[src/rtl/fp_unit_arbiter_if.sv]
// Requester-side bus of the FP unit arbiter.
// The master modport is the requester side and the slave modport is the arbiter side.
interface fp_arb_if #(
  parameter int NREQ = 4,
  parameter int W    = 32
);
  logic [NREQ-1:0]   req;
  logic [NREQ*W-1:0] req_A;
  logic [NREQ*W-1:0] req_B;
  logic [NREQ-1:0]   req_op;
  logic [NREQ-1:0]   gnt;
  logic [NREQ-1:0]   done;
  logic [W-1:0]      result;
  logic              busy;

  modport master (
    output req, req_A, req_B, req_op,
    input  gnt, done, result, busy
  );

  modport slave (
    input  req, req_A, req_B, req_op,
    output gnt, done, result, busy
  );
endinterface

[src/rtl/fp_unit_arbiter.sv]
// Round-robin arbiter that shares one fixed-latency, non-pipelined FP unit
// between NREQ requesters. Only one operation is in flight at a time. The
// winner's operands are held on fu_A/fu_B/fu_op until the next grant.
//
// state  | meaning
// IDLE   | no operation in flight; requests are sampled and one is granted
// WAIT   | unit is computing; cnt counts edges up to LATENCY
// RETIRE | done/result cycle; requests are not sampled
module fp_unit_arbiter #(
  parameter int NREQ    = 4,
  parameter int LATENCY = 6,
  parameter int W       = 32
) (
  input  logic         clk,
  input  logic         rst_n,
  fp_arb_if.slave      bus,
  output logic         fu_start,
  output logic [W-1:0] fu_A,
  output logic [W-1:0] fu_B,
  output logic         fu_op,
  input  logic [W-1:0] fu_Y
);

  localparam int IDXW = (NREQ > 1) ? $clog2(NREQ) : 1;
  localparam int CNTW = $clog2(LATENCY + 1);

  typedef enum logic [1:0] {
    IDLE   = 2'd0,
    WAIT   = 2'd1,
    RETIRE = 2'd2
  } state_t;

  state_t            state_q, state_d;
  logic [NREQ-1:0]   gnt_q, gnt_d;
  logic [NREQ-1:0]   done_q, done_d;
  logic              fu_start_q, fu_start_d;
  logic              busy_q, busy_d;
  logic [W-1:0]      result_q, result_d;
  logic [W-1:0]      fu_A_q, fu_A_d;
  logic [W-1:0]      fu_B_q, fu_B_d;
  logic              fu_op_q, fu_op_d;
  logic [IDXW-1:0]   ptr_q, ptr_d;
  logic [IDXW-1:0]   win_q, win_d;
  logic [CNTW-1:0]   cnt_q, cnt_d;

  logic              win_found;
  logic [IDXW-1:0]   win_idx;

  // Requester index at offset 'off' from 'base', wrapping modulo NREQ.
  function automatic logic [IDXW-1:0] rr_idx(input logic [IDXW-1:0] base, input int off);
    int s;
    s = int'(base) + off;
    if (s >= NREQ) s = s - NREQ;
    return IDXW'(s);
  endfunction

  function automatic logic [NREQ-1:0] onehot(input logic [IDXW-1:0] idx);
    return {{(NREQ-1){1'b0}}, 1'b1} << idx;
  endfunction

  // Round-robin pick: scan from the farthest offset down so the nearest requester at or after ptr wins.
  always_comb begin
    win_found = |bus.req;
    win_idx   = ptr_q;
    for (int k = NREQ - 1; k >= 0; k--) begin
      if (bus.req[rr_idx(ptr_q, k)]) win_idx = rr_idx(ptr_q, k);
    end
  end

  // Next-state and next-output logic; pulses default low so each lasts exactly one cycle.
  always_comb begin
    state_d    = state_q;
    gnt_d      = '0;
    done_d     = '0;
    fu_start_d = 1'b0;
    busy_d     = busy_q;
    result_d   = result_q;
    fu_A_d     = fu_A_q;
    fu_B_d     = fu_B_q;
    fu_op_d    = fu_op_q;
    ptr_d      = ptr_q;
    win_d      = win_q;
    cnt_d      = cnt_q;
    case (state_q)
      IDLE: begin
        if (win_found) begin
          gnt_d      = onehot(win_idx);
          fu_A_d     = bus.req_A[win_idx*W +: W];
          fu_B_d     = bus.req_B[win_idx*W +: W];
          fu_op_d    = bus.req_op[win_idx];
          fu_start_d = 1'b1;
          busy_d     = 1'b1;
          cnt_d      = '0;
          win_d      = win_idx;
          state_d    = WAIT;
        end
      end
      WAIT: begin
        if (cnt_q == CNTW'(LATENCY)) begin
          result_d = fu_Y;
          done_d   = onehot(win_q);
          ptr_d    = (win_q == IDXW'(NREQ - 1)) ? '0 : IDXW'(win_q + 1'b1);
          state_d  = RETIRE;
        end else begin
          cnt_d = CNTW'(cnt_q + 1'b1);
        end
      end
      RETIRE: begin
        busy_d  = 1'b0;
        state_d = IDLE;
      end
      default: begin
        busy_d  = 1'b0;
        state_d = IDLE;
      end
    endcase
  end

  // State and registered outputs; reset drops any in-flight result without a done.
  always_ff @(posedge clk or negedge rst_n) begin
    if (!rst_n) begin
      state_q    <= IDLE;
      gnt_q      <= '0;
      done_q     <= '0;
      fu_start_q <= 1'b0;
      busy_q     <= 1'b0;
      result_q   <= '0;
      fu_A_q     <= '0;
      fu_B_q     <= '0;
      fu_op_q    <= 1'b0;
      ptr_q      <= '0;
      win_q      <= '0;
      cnt_q      <= '0;
    end else begin
      state_q    <= state_d;
      gnt_q      <= gnt_d;
      done_q     <= done_d;
      fu_start_q <= fu_start_d;
      busy_q     <= busy_d;
      result_q   <= result_d;
      fu_A_q     <= fu_A_d;
      fu_B_q     <= fu_B_d;
      fu_op_q    <= fu_op_d;
      ptr_q      <= ptr_d;
      win_q      <= win_d;
      cnt_q      <= cnt_d;
    end
  end

  assign bus.gnt    = gnt_q;
  assign bus.done   = done_q;
  assign bus.result = result_q;
  assign bus.busy   = busy_q;
  assign fu_start   = fu_start_q;
  assign fu_A       = fu_A_q;
  assign fu_B       = fu_B_q;
  assign fu_op      = fu_op_q;

endmodule

[src/flat_wrapper.sv]
// flat-port wrapper written by rule: the top's interface ports become plain ports
module fp_unit_arbiter_flat 
#(
  parameter int NREQ    = 4,
  parameter int LATENCY = 6,
  parameter int W       = 32
)
  (clk, rst_n, fu_start, fu_A, fu_B, fu_op, fu_Y, bus_req, bus_req_A, bus_req_B, bus_req_op, bus_gnt, bus_done, bus_result, bus_busy);
  fp_arb_if #(.NREQ(NREQ), .W(W)) bus_i ();
  input  logic clk;
  input  logic rst_n;
  output logic fu_start;
  output logic [W-1:0] fu_A;
  output logic [W-1:0] fu_B;
  output logic fu_op;
  input  logic [W-1:0] fu_Y;
  input wire logic [$bits(bus_i.req)-1:0] bus_req;
  input wire logic [$bits(bus_i.req_A)-1:0] bus_req_A;
  input wire logic [$bits(bus_i.req_B)-1:0] bus_req_B;
  input wire logic [$bits(bus_i.req_op)-1:0] bus_req_op;
  output wire logic [$bits(bus_i.gnt)-1:0] bus_gnt;
  output wire logic [$bits(bus_i.done)-1:0] bus_done;
  output wire logic [$bits(bus_i.result)-1:0] bus_result;
  output wire logic [$bits(bus_i.busy)-1:0] bus_busy;
  assign bus_i.req = bus_req;
  assign bus_i.req_A = bus_req_A;
  assign bus_i.req_B = bus_req_B;
  assign bus_i.req_op = bus_req_op;
  assign bus_gnt = bus_i.gnt;
  assign bus_done = bus_i.done;
  assign bus_result = bus_i.result;
  assign bus_busy = bus_i.busy;
  fp_unit_arbiter #(.NREQ(NREQ), .LATENCY(LATENCY), .W(W)) u_core (.clk(clk), .rst_n(rst_n), .bus(bus_i), .fu_start(fu_start), .fu_A(fu_A), .fu_B(fu_B), .fu_op(fu_op), .fu_Y(fu_Y));
endmodule
[config.mk]
export PLATFORM = sky130hd
export DESIGN_NAME = fp_unit_arbiter_flat
export DESIGN_NICKNAME = d
export VERILOG_FILES = /design/src/rtl/fp_unit_arbiter_if.sv /design/src/rtl/fp_unit_arbiter.sv /design/src/flat_wrapper.sv
export SDC_FILE = /design/constraint.sdc
export NUM_CORES = 1
export LEC_CHECK = 0
export CAP_MARGIN = 0
export CORE_AREA = 2 2 158 160
export DETAILED_ROUTE_END_ITERATION = 8
export DIE_AREA = 0 0 160 162
export HOLD_SLACK_MARGIN = 0.08
export PLACE_DENSITY = 0.68
export SLEW_MARGIN = 20
export SYNTH_ARGS = -nofsm -noshare
export SYNTH_HDL_FRONTEND = slang
export SYNTH_SLANG_ARGS = --single-unit
[constraint.sdc]
create_clock -name clk -period 3.09 [get_ports clk]
set_input_delay 0.4635 -clock clk [delete_from_list [all_inputs] [get_ports clk]]
set_output_delay 0.4635 -clock clk [all_outputs]
set_load 0.02 [all_outputs]
Word level (Yosys, flattened, before mapping)
Cells that the tools add are included.
{ "classes": {"n_eq_ne": 6, "n_mux": 33, "bitwise_logic": 1, "reduce_logical": 8, "order_cmp": 9, "addsub": 9, "shift": 4} }
{ "op_table": {"columns": ["operator", "n"], "rows": [
  ["$shiftx 128x8->32", 2],
  ["$mux 2", 11],
  ["$mux 4", 4],
  ["$lt 2x3->1 const B", 5],
  ["$bmux 1 s2", 5],
  ["$ge 3x3->1 const B", 3],
  ["$mux 1", 8],
  ["$reduce_and 2->1", 4],
  ["$shl 1x2->4 const A", 2],
  ["$sub 2x1->2 const B", 4],
  ["$add 2x2->3 const B", 2],
  ["$mux 3", 2],
  ["$pmux 3 s2", 1],
  ["$ne 2x1->1 const B", 2],
  ["$pmux 2 s2", 1],
  ["$reduce_or 4->1", 1],
  ["$add 2x1->3 const B", 1],
  ["$add 3x1->3 const B", 1],
  ["$eq 3x3->1 const B", 1],
  ["$ge 2x3->1 const B", 1],
  ["$reduce_and 3->1", 1],
  ["$add 2x1->2 const B", 1],
  ["$eq 2x1->1 const B", 1],
  ["$eq 2x2->1 const B", 1],
  ["other kinds (5)", 5]
]} }
{ "word_totals": {"elab_cells": 82, "register_bits": 116, "input_bits": 298, "output_inout_bits": 107} }

Depth between registers and ports, before layout
Gate-level depths: netlist of the first run.
{ "logic_depth": {"depth_word": 12, "depth_mapped": 9, "mapped_depth_nobuf": 6} }

Worst setup path after synthesis of the first run
No wires, ideal clock.
{ "synth_timing": {"kind": "register to register", "from": "register u_core.cnt_q[0]", "to": "register u_core.result_q[0], in the netlist u_core.bus.result[0]", "period_less_slack_ps": 1766, "slack_ps": 1324, "path_buffers": 1, "setup_time_ps": 125, "required_time_ps": 2965, "arrival_time_ps": 1641, "stages_incl_launch_ff": 7, "path_cell_list": "dfrtp_1 inv_1 ha_1 nand2_1 nor3_1 clkbuf_1 mux2_2"} }
{ "synth_via": {"elab_chain_cells": 2} }
{ "synth_rtl": {"columns": ["item", "line_no", "rtl"], "rows": [
  ["from (decl)", "fp_unit_arbiter.sv:44", "logic [CNTW-1:0] cnt_q, cnt_d;"],
  ["from (signal assigned)", "fp_unit_arbiter.sv:146", "cnt_q <= cnt_d;"],
  ["$eq 3x3->1", "fp_unit_arbiter.sv:99", "if (cnt_q == CNTW'(LATENCY)) begin"],
  ["$reduce_and 2->1 (no source line)", null, null],
  ["to (signal assigned)", "fp_unit_arbiter.sv:140", "result_q <= result_d;"],
  ["to (decl)", "fp_unit_arbiter.sv:38", "logic [W-1:0] result_q, result_d;"]
]} }
No other way between the ends.
A chain may end at the register's enable or synchronous reset.

Worst setup path in the final report of the first run
{ "layout_timing": {"from": "input port bus_req[3]", "to": "register u_core.fu_A_q[27], in the netlist u_core.fu_A[27]"} }
{ "layout_via": {"elab_chain_cells": 7, "elab_cells_between_ends": 15, "classes_between": "shift: 1; mux: 12; reduce/logical: 2"} }
{ "layout_rtl": {"columns": ["item", "line_no", "rtl"], "rows": [
  ["from (decl)", "flat_wrapper.sv:17", "input wire logic [$bits(bus_i.req)-1:0] bus_req;"],
  ["$bmux 1 s2", "fp_unit_arbiter.sv:66", "if (bus.req[rr_idx(ptr_q, k)]) win_idx = rr_idx(ptr_q, k);"],
  ["$mux 1 (not written as such)", "fp_unit_arbiter.sv:66", null],
  ["$mux 2 (4 in series)", "fp_unit_arbiter.sv:66", null],
  ["$shiftx 128x8->32", "fp_unit_arbiter.sv:88", "fu_A_d = bus.req_A[win_idx*W +: W];"],
  ["to (signal assigned)", "fp_unit_arbiter.sv:141", "fu_A_q <= fu_A_d;"],
  ["to (decl)", "fp_unit_arbiter.sv:39", "logic [W-1:0] fu_A_q, fu_A_d;"]
]} }
Parallel ways exist; a longest one is shown, timed or not. The select of a mux whose other input is x is not followed.

==> results.tsv, run 1 <==
metric	value	unit
ir_worst_vdd	0.5159	mV
insertedDiodeCount	0	
hold_ws	0.4829	ns
cts-root-buf	clkbuf_16	
htreeDepth	4	
final-seq-area	2903	um^2
start_util	25.39	%
routed-via-count	5674	
worst-path-max-fanout	62	
gr-total-overflow	0	
period_minus_slack	2.250	ns
synth_compound_gate_area_share	12.39	%
grt_use_total	17.32	%
period_share	72.81	%
yosysSeqAreaShare	47.43	%
syn_inst	511	
hold_buffers	1	
portBuffers	404	
cts_setup_buffers	0	
synth.cell_area	6120	um^2
clock_skew	0.01762	ns
die_area	25920	um^2
antenna_found_initial	0	
clk_latency	0.42	ns
cts_resized	0	
dp_hpwl	17050	um
synthXorXnorAreaFrac	0	%
worstPathArrival	2.52	ns
nets	1211	
setup_viol	0	
drc_errors	0	
end_kind	register	
cts.sinks	116	
io_pins	405	
syn_area_per_cell	11.98	um^2
cts_buffers	17	
fp-row-count	57	
fp.dieH	162	um
grt_pass1_vias	6119	
synth_area_leaders	dfrtp_1 47%, mux2i_1 21%, o221ai_1 7.0%	
via_per_inst	4.561	
hp-class	reg2reg	
maxSlewViolCount	0	
grt_max_degree	69	
relSlewSlack	67.64	%
drive_gt1_share	11.20	%
power_density	883.0	nW/um^2
core_region_area	24110	um^2
leakagePower	4.728	nW
syn2layout_area_growth	81.52	%
grt_pass1_wl	34910	um
worst_slew_pin_slew	0.4839	ns
hold_depth	2	
max_freq	444.5	MHz
clkTransAtPathRegs	0.06	ns
drt_iter0_drc	245	
multi_input_area	2933	um^2
drt_pre_antenna_iters	4	
synth_warnings	0	
worstSetupPathType	in2reg	
synth_fa_ha_area_share	1.227	%
reg2regPathDepth	6	
finalSetupTns	0	ns
yosys.cell_types.count	30	
cts_max_path_buffers	2	
die_width	160	um
required	3.36	ns
cts_tree	built	
wl	22700	um
finalHoldViolations	0	
critPathLaunchType	input pin	
synthDominantCellAreaShare	47.43	%
max-cap-violations	0	
synth_simple_gate_area_share	6.481	%
synth_seq_cells	116	
synth_nets	815	
avgRoutedWirePerCell	18.25	um
synth_top_family_by_area	multiplexers	
yosysTopAreaCell	dfrtp_1	
n_fill_cell	2320	
status	finished, final reports clean	
rsz0062_at_grt	no	
drtAntennaViolNets	0	
place.gp.congestion	0.8009	
synth_mux_area_share	27.34	%
## cell type report
cell class,count,area share (%)
Multi-Input combinational cell,343,26.40
Inverter,10,0.4506
Tap cell,324,3.649
Timing Repair Buffer,419,38.32
Sequential cell,116,26.13
Clock inverter,15,1.216
Clock buffer,17,3.830
## Yosys cell counts
cell type	count
mux2_2	33
a31oi_1	1
o41ai_1	1
buf_2	16
o221ai_2	17
nand3_1	2
and4b_1	1
mux2i_1	130
o2bb2ai_1	1
o221ai_1	49
dfrtp_1	116
nand2_2	1
o21ai_0	5
clkinv_8	1
o21ai_1	1
nand2b_2	1
nor2_1	8
nor2b_1	2
or3_1	1
nor3_1	3
ha_1	6
and2_1	4
inv_1	9
nor4_1	1
buf_4	3
a21oi_1	4
clkbuf_1	12
buf_6	10
buf_1	1
nand2_1	71
## sequential cells by signal, summed over array words and instances, names as in the netlist
name / cells
u_core.win_q: 2
u_core.state_q: 2
u_core.bus.result: 32
u_core.ptr_q: 2
u_core.fu_start: 1
u_core.bus.busy: 1
u_core.fu_B: 32
u_core.bus.done: 4
u_core.cnt_q: 3
u_core.bus.gnt: 4
u_core.fu_op: 1
u_core.fu_A: 32
## per-layer routing
metal / track usage, % / up-vias / wire length (um)
met1: 20.49 / 2697 / 9305
met5: 0 / - / 0
met4: 5.487 / 0 / 384
met3: 6.384 / 18 / 1985
met2: 29.34 / 250 / 11030
li1: - / 2709 / -
## where the power goes
group,internal [mW],leakage (nW),switching (mW)
clock,1.06,0.268,0.839
combinational,2.65,3.04,2.63
sequential,2.24,1.42,0.398
## path summary, 6_finish.rpt
path | from | to | slack [ns]
hold / removal | u_core.fu_A[31] | u_core.fu_A[31] | 0.48
setup reg to reg | u_core.ptr_q[1] | u_core.fu_A[27] | 1.11
max in group asynchronous | rst_n | u_core.fu_A[26] | 1.84
min in group asynchronous | rst_n | u_core.bus.result[9] | 0.49
setup / recovery | bus_req[3] | u_core.fu_A[27] | 0.84
hold reg to reg | u_core.fu_A[31] | u_core.fu_A[31] | 0.48
## per-stage QoR
stage | cells | area [um^2] | setup slack, ns | power, mW | util, %
after floorplan | 511 | 6120 | 1.324 | 5.624 | -
after global placement | 1211 | 10540 | 0.4154 | 7.928 | 43.71
after detailed placement | 1211 | 10540 | 0.4367 | 7.989 | 43.71
after CTS | 1244 | 11110 | 0.8545 | 9.966 | 46.08
after global routing | 1244 | 11110 | 0.7334 | 10.40 | 46.08
final | 1244 | 11110 | 0.8401 | 9.808 | 46.08
## critical path: stages
cell and delay, ns:
clkdlybuf4s50_1 0.61, inv_1 0.08, a31oi_1 0.28, o2bb2ai_4 0.19, buf_12 0.35, mux2i_1 0.29, o221ai_1 0.15
## logic make-up (layout without fill, tap and decap cells)
group	Yosys count	in the layout
multiplexers	163	163
AO/OA/AOI/OAI	79	79
AND/OR/NAND/NOR	95	95
buffers and inverters	52	461
adder cells (fa/ha/maj)	6	6
flip-flops	116	116
## cells in the final DEF, fill, tap and decap left out, drive strengths merged, types with 6 or more instances in the layout
cell           instances
ha                     6
dfrtp                116
mux2i                130
nand2                 72
o21ai                  6
inv                   19
o221ai                66
buf                   15
nor2                   8
clkdlybuf4s50        403
clkbuf                17
mux2                  33
Note: power is estimated with default switching activity, not from simulation.
==> inputs of run 2 (changes only) <==
- CORE_AREA: 2 2 158 160 -> 2 2 157 159
- DIE_AREA: 0 0 160 162 -> 0 0 159 161
- PLACE_DENSITY: 0.68 -> 0.69
- clock period: 3.09 -> 2.25 ns (I/O delays scaled with it)
==> run 2 against run 1 <==
  * Clock power rose by 45%
  * Clock-buffer cell count did not move
  * Global-route usage rose by 0.95 points
  * Routed wire length rose by 3.4%
  * First-iteration DRC count rose by 25%
  * Die area fell by 1.2%
  * Sequential share of layout area fell by 0.85 points
  * Largest power group unchanged
  * Setup slack got worse by 0.58 ns
  * Critical endpoint is now u_core.fu_B[2]
  * Largest cell class unchanged
==> results.tsv, run 2 (synthesized netlist as in run 1, its figures left out) <==
metric	value	unit
status	finished, final reports clean	
drive_gt1_share	14.09	%
max_freq	502.2	MHz
hold_buffers	1	
path_cells	clkdlybuf4s50_1 -> inv_1 -> a31oi_1 -> o2bb2ai_4 -> buf_12 -> buf_12 -> mux2i_1 -> o221ai_1	
layout.cells.most_common	clkdlybuf4s50_1	
drc_errors	0	
avgRoutedWirePerCell	18.42	um
clk_latency	0.41	ns
cts_setup_buffers	0	
via_per_inst	4.620	
drtAntennaViolNets	0	
grt_use_total	18.26	%
gr-total-overflow	0	
end_kind	register	
max-cap-violations	0	
die_width	159	um
fp.dieH	161	um
internal_power	8.577	mW
die_area	25600	um^2
grt_max_degree	58	
setup_viol	0	
crit_top_cell	buf_12	
pwr-share-seq	25.6	%
multi_input_area	2933	um^2
critPathSlowestCell	clkdlybuf4s50_1	
dp_hpwl	18030	um
power_switching_share	39.21	%
start_util	25.54	%
n_fill_cell	2255	
worst-path-max-fanout	15	
pwr-share-comb	54.9	%
leakagePower	4.937	nW
clock_skew	0.01212	ns
hp-class	in2async	
finalHoldViolations	0	
period_minus_slack	1.991	ns
wl	23480	um
maxSlewViolCount	0	
p_sw	5.534	mW
worstSetupPathType	in2reg	
grt_pass1_vias	6506	
ir_worst_vdd	0.7253	mV
cts_buffers	17	
drt_iter0_drc	306	
grt_pass1_wl	36650	um
final-seq-area	2903	um^2
dp_cells	1242	
fp-row-count	57	
total_power	14.11	mW
cts_resized	0	
instances_no_fill	1275	
period_share	88.49	%
power_density	1229	nW/um^2
clkTransAtPathRegs	0.07	ns
routed-via-count	5890	
cts_max_path_buffers	2	
cts-root-buf	clkbuf_16	
cts_tree	built	
layout_common_cells	403 x clkdlybuf4s50_1, 130 x mux2i_1, 116 x dfrtp_1	
worst_slew_pin_slew	0.4446	ns
syn2layout_area_growth	87.63	%
required	2.52	ns
cts.sinks	116	
place.gp.congestion	0.8115	
slowest_delay	0.55	ns
drt_pre_antenna_iters	4	
antenna_found_initial	0	
nets	1242	
core_region_area	23960	um^2
portBuffers	404	
clkPwrFrac	19.5	%
insertedDiodeCount	0	
critPathLaunchType	input pin	
reg2reg_slack	0.32	ns
htreeDepth	4	
relSlewSlack	70.27	%
worstPathArrival	2.26	ns
rsz0062_at_grt	no	
io_pins	405	
## run 2: changes by cell type in the layout (fill, tap and decap cells not counted), sizes merged
cell,change
clkinv,+7
inv,-4
clkinvlp,-3
buf,+31
## run 2: metal layers
layer | vias to the layer above | track usage, % | share of wire [%]
met5 | - | 0 | 0
met4 | 0 | 6.570 | 2.7
met3 | 29 | 6.112 | 7.8
met2 | 272 | 30.63 | 47
met1 | 2826 | 21.94 | 42
li1 | 2763 | - | -
## run 2: power groups by stage
stage | clock network [mW] | registers, mW | logic, mW
global route | 2.96 | 3.75 | 8.24
CTS | 2.86 | 3.62 | 7.84
global placement | 0 | 3.61 | 7.72
floorplan | 0 | 4.67 | 3.05
finish | 2.75 | 3.61 | 7.74
detailed placement | 0 | 3.64 | 7.80
## run 2: metrics by stage
stage | TNS (ns) | hold WS, ns | setup slack (ns) | cell area [um^2] | util [%]
after floorplan | 0 | 0.04191 | 0.4841 | 6120 | -
after global placement | -0.9233 | 0.2373 | -0.1620 | 10860 | 45.31
after detailed placement | -1.996 | 0.2397 | -0.1725 | 10860 | 45.31
after CTS | 0 | 0.3186 | 0.2789 | 11480 | 47.92
after global routing | 0 | 0.3306 | 0.1939 | 11480 | 47.92
final | 0 | 0.3373 | 0.2589 | 11480 | 47.92
## run 2: area by class of cell
cell class                      instances  area share, %
Multi-Input combinational cell        343          25.54
Clock buffer                           17          3.705
Sequential cell                       116          25.28
Timing Repair Buffer                  450          39.86
Tap cell                              324          3.531
Inverter                               10         0.4359
Clock inverter                         15          1.645
## run 2: path summary, 6_finish.rpt
check	cells past startpoint	startpoint	endpoint
setup / recovery	8	bus_req[3]	u_core.fu_B[2]
hold / removal	2	rst_n	u_core.bus.result[16]
setup reg to reg	7	u_core.ptr_q[1]	u_core.fu_B[2]
hold reg to reg	2	u_core.fu_A[10]	u_core.fu_A[10]
max in group asynchronous	3	rst_n	u_core.fu_A[18]
min in group clk	2	u_core.fu_A[10]	u_core.fu_A[10]
## run 2: worst max-delay path: cells and delay by family
family	cells	cell delay, ns
buffers and inverters	4	0.96
multiplexers	1	0.30
AO/OA/AOI/OAI	3	0.63
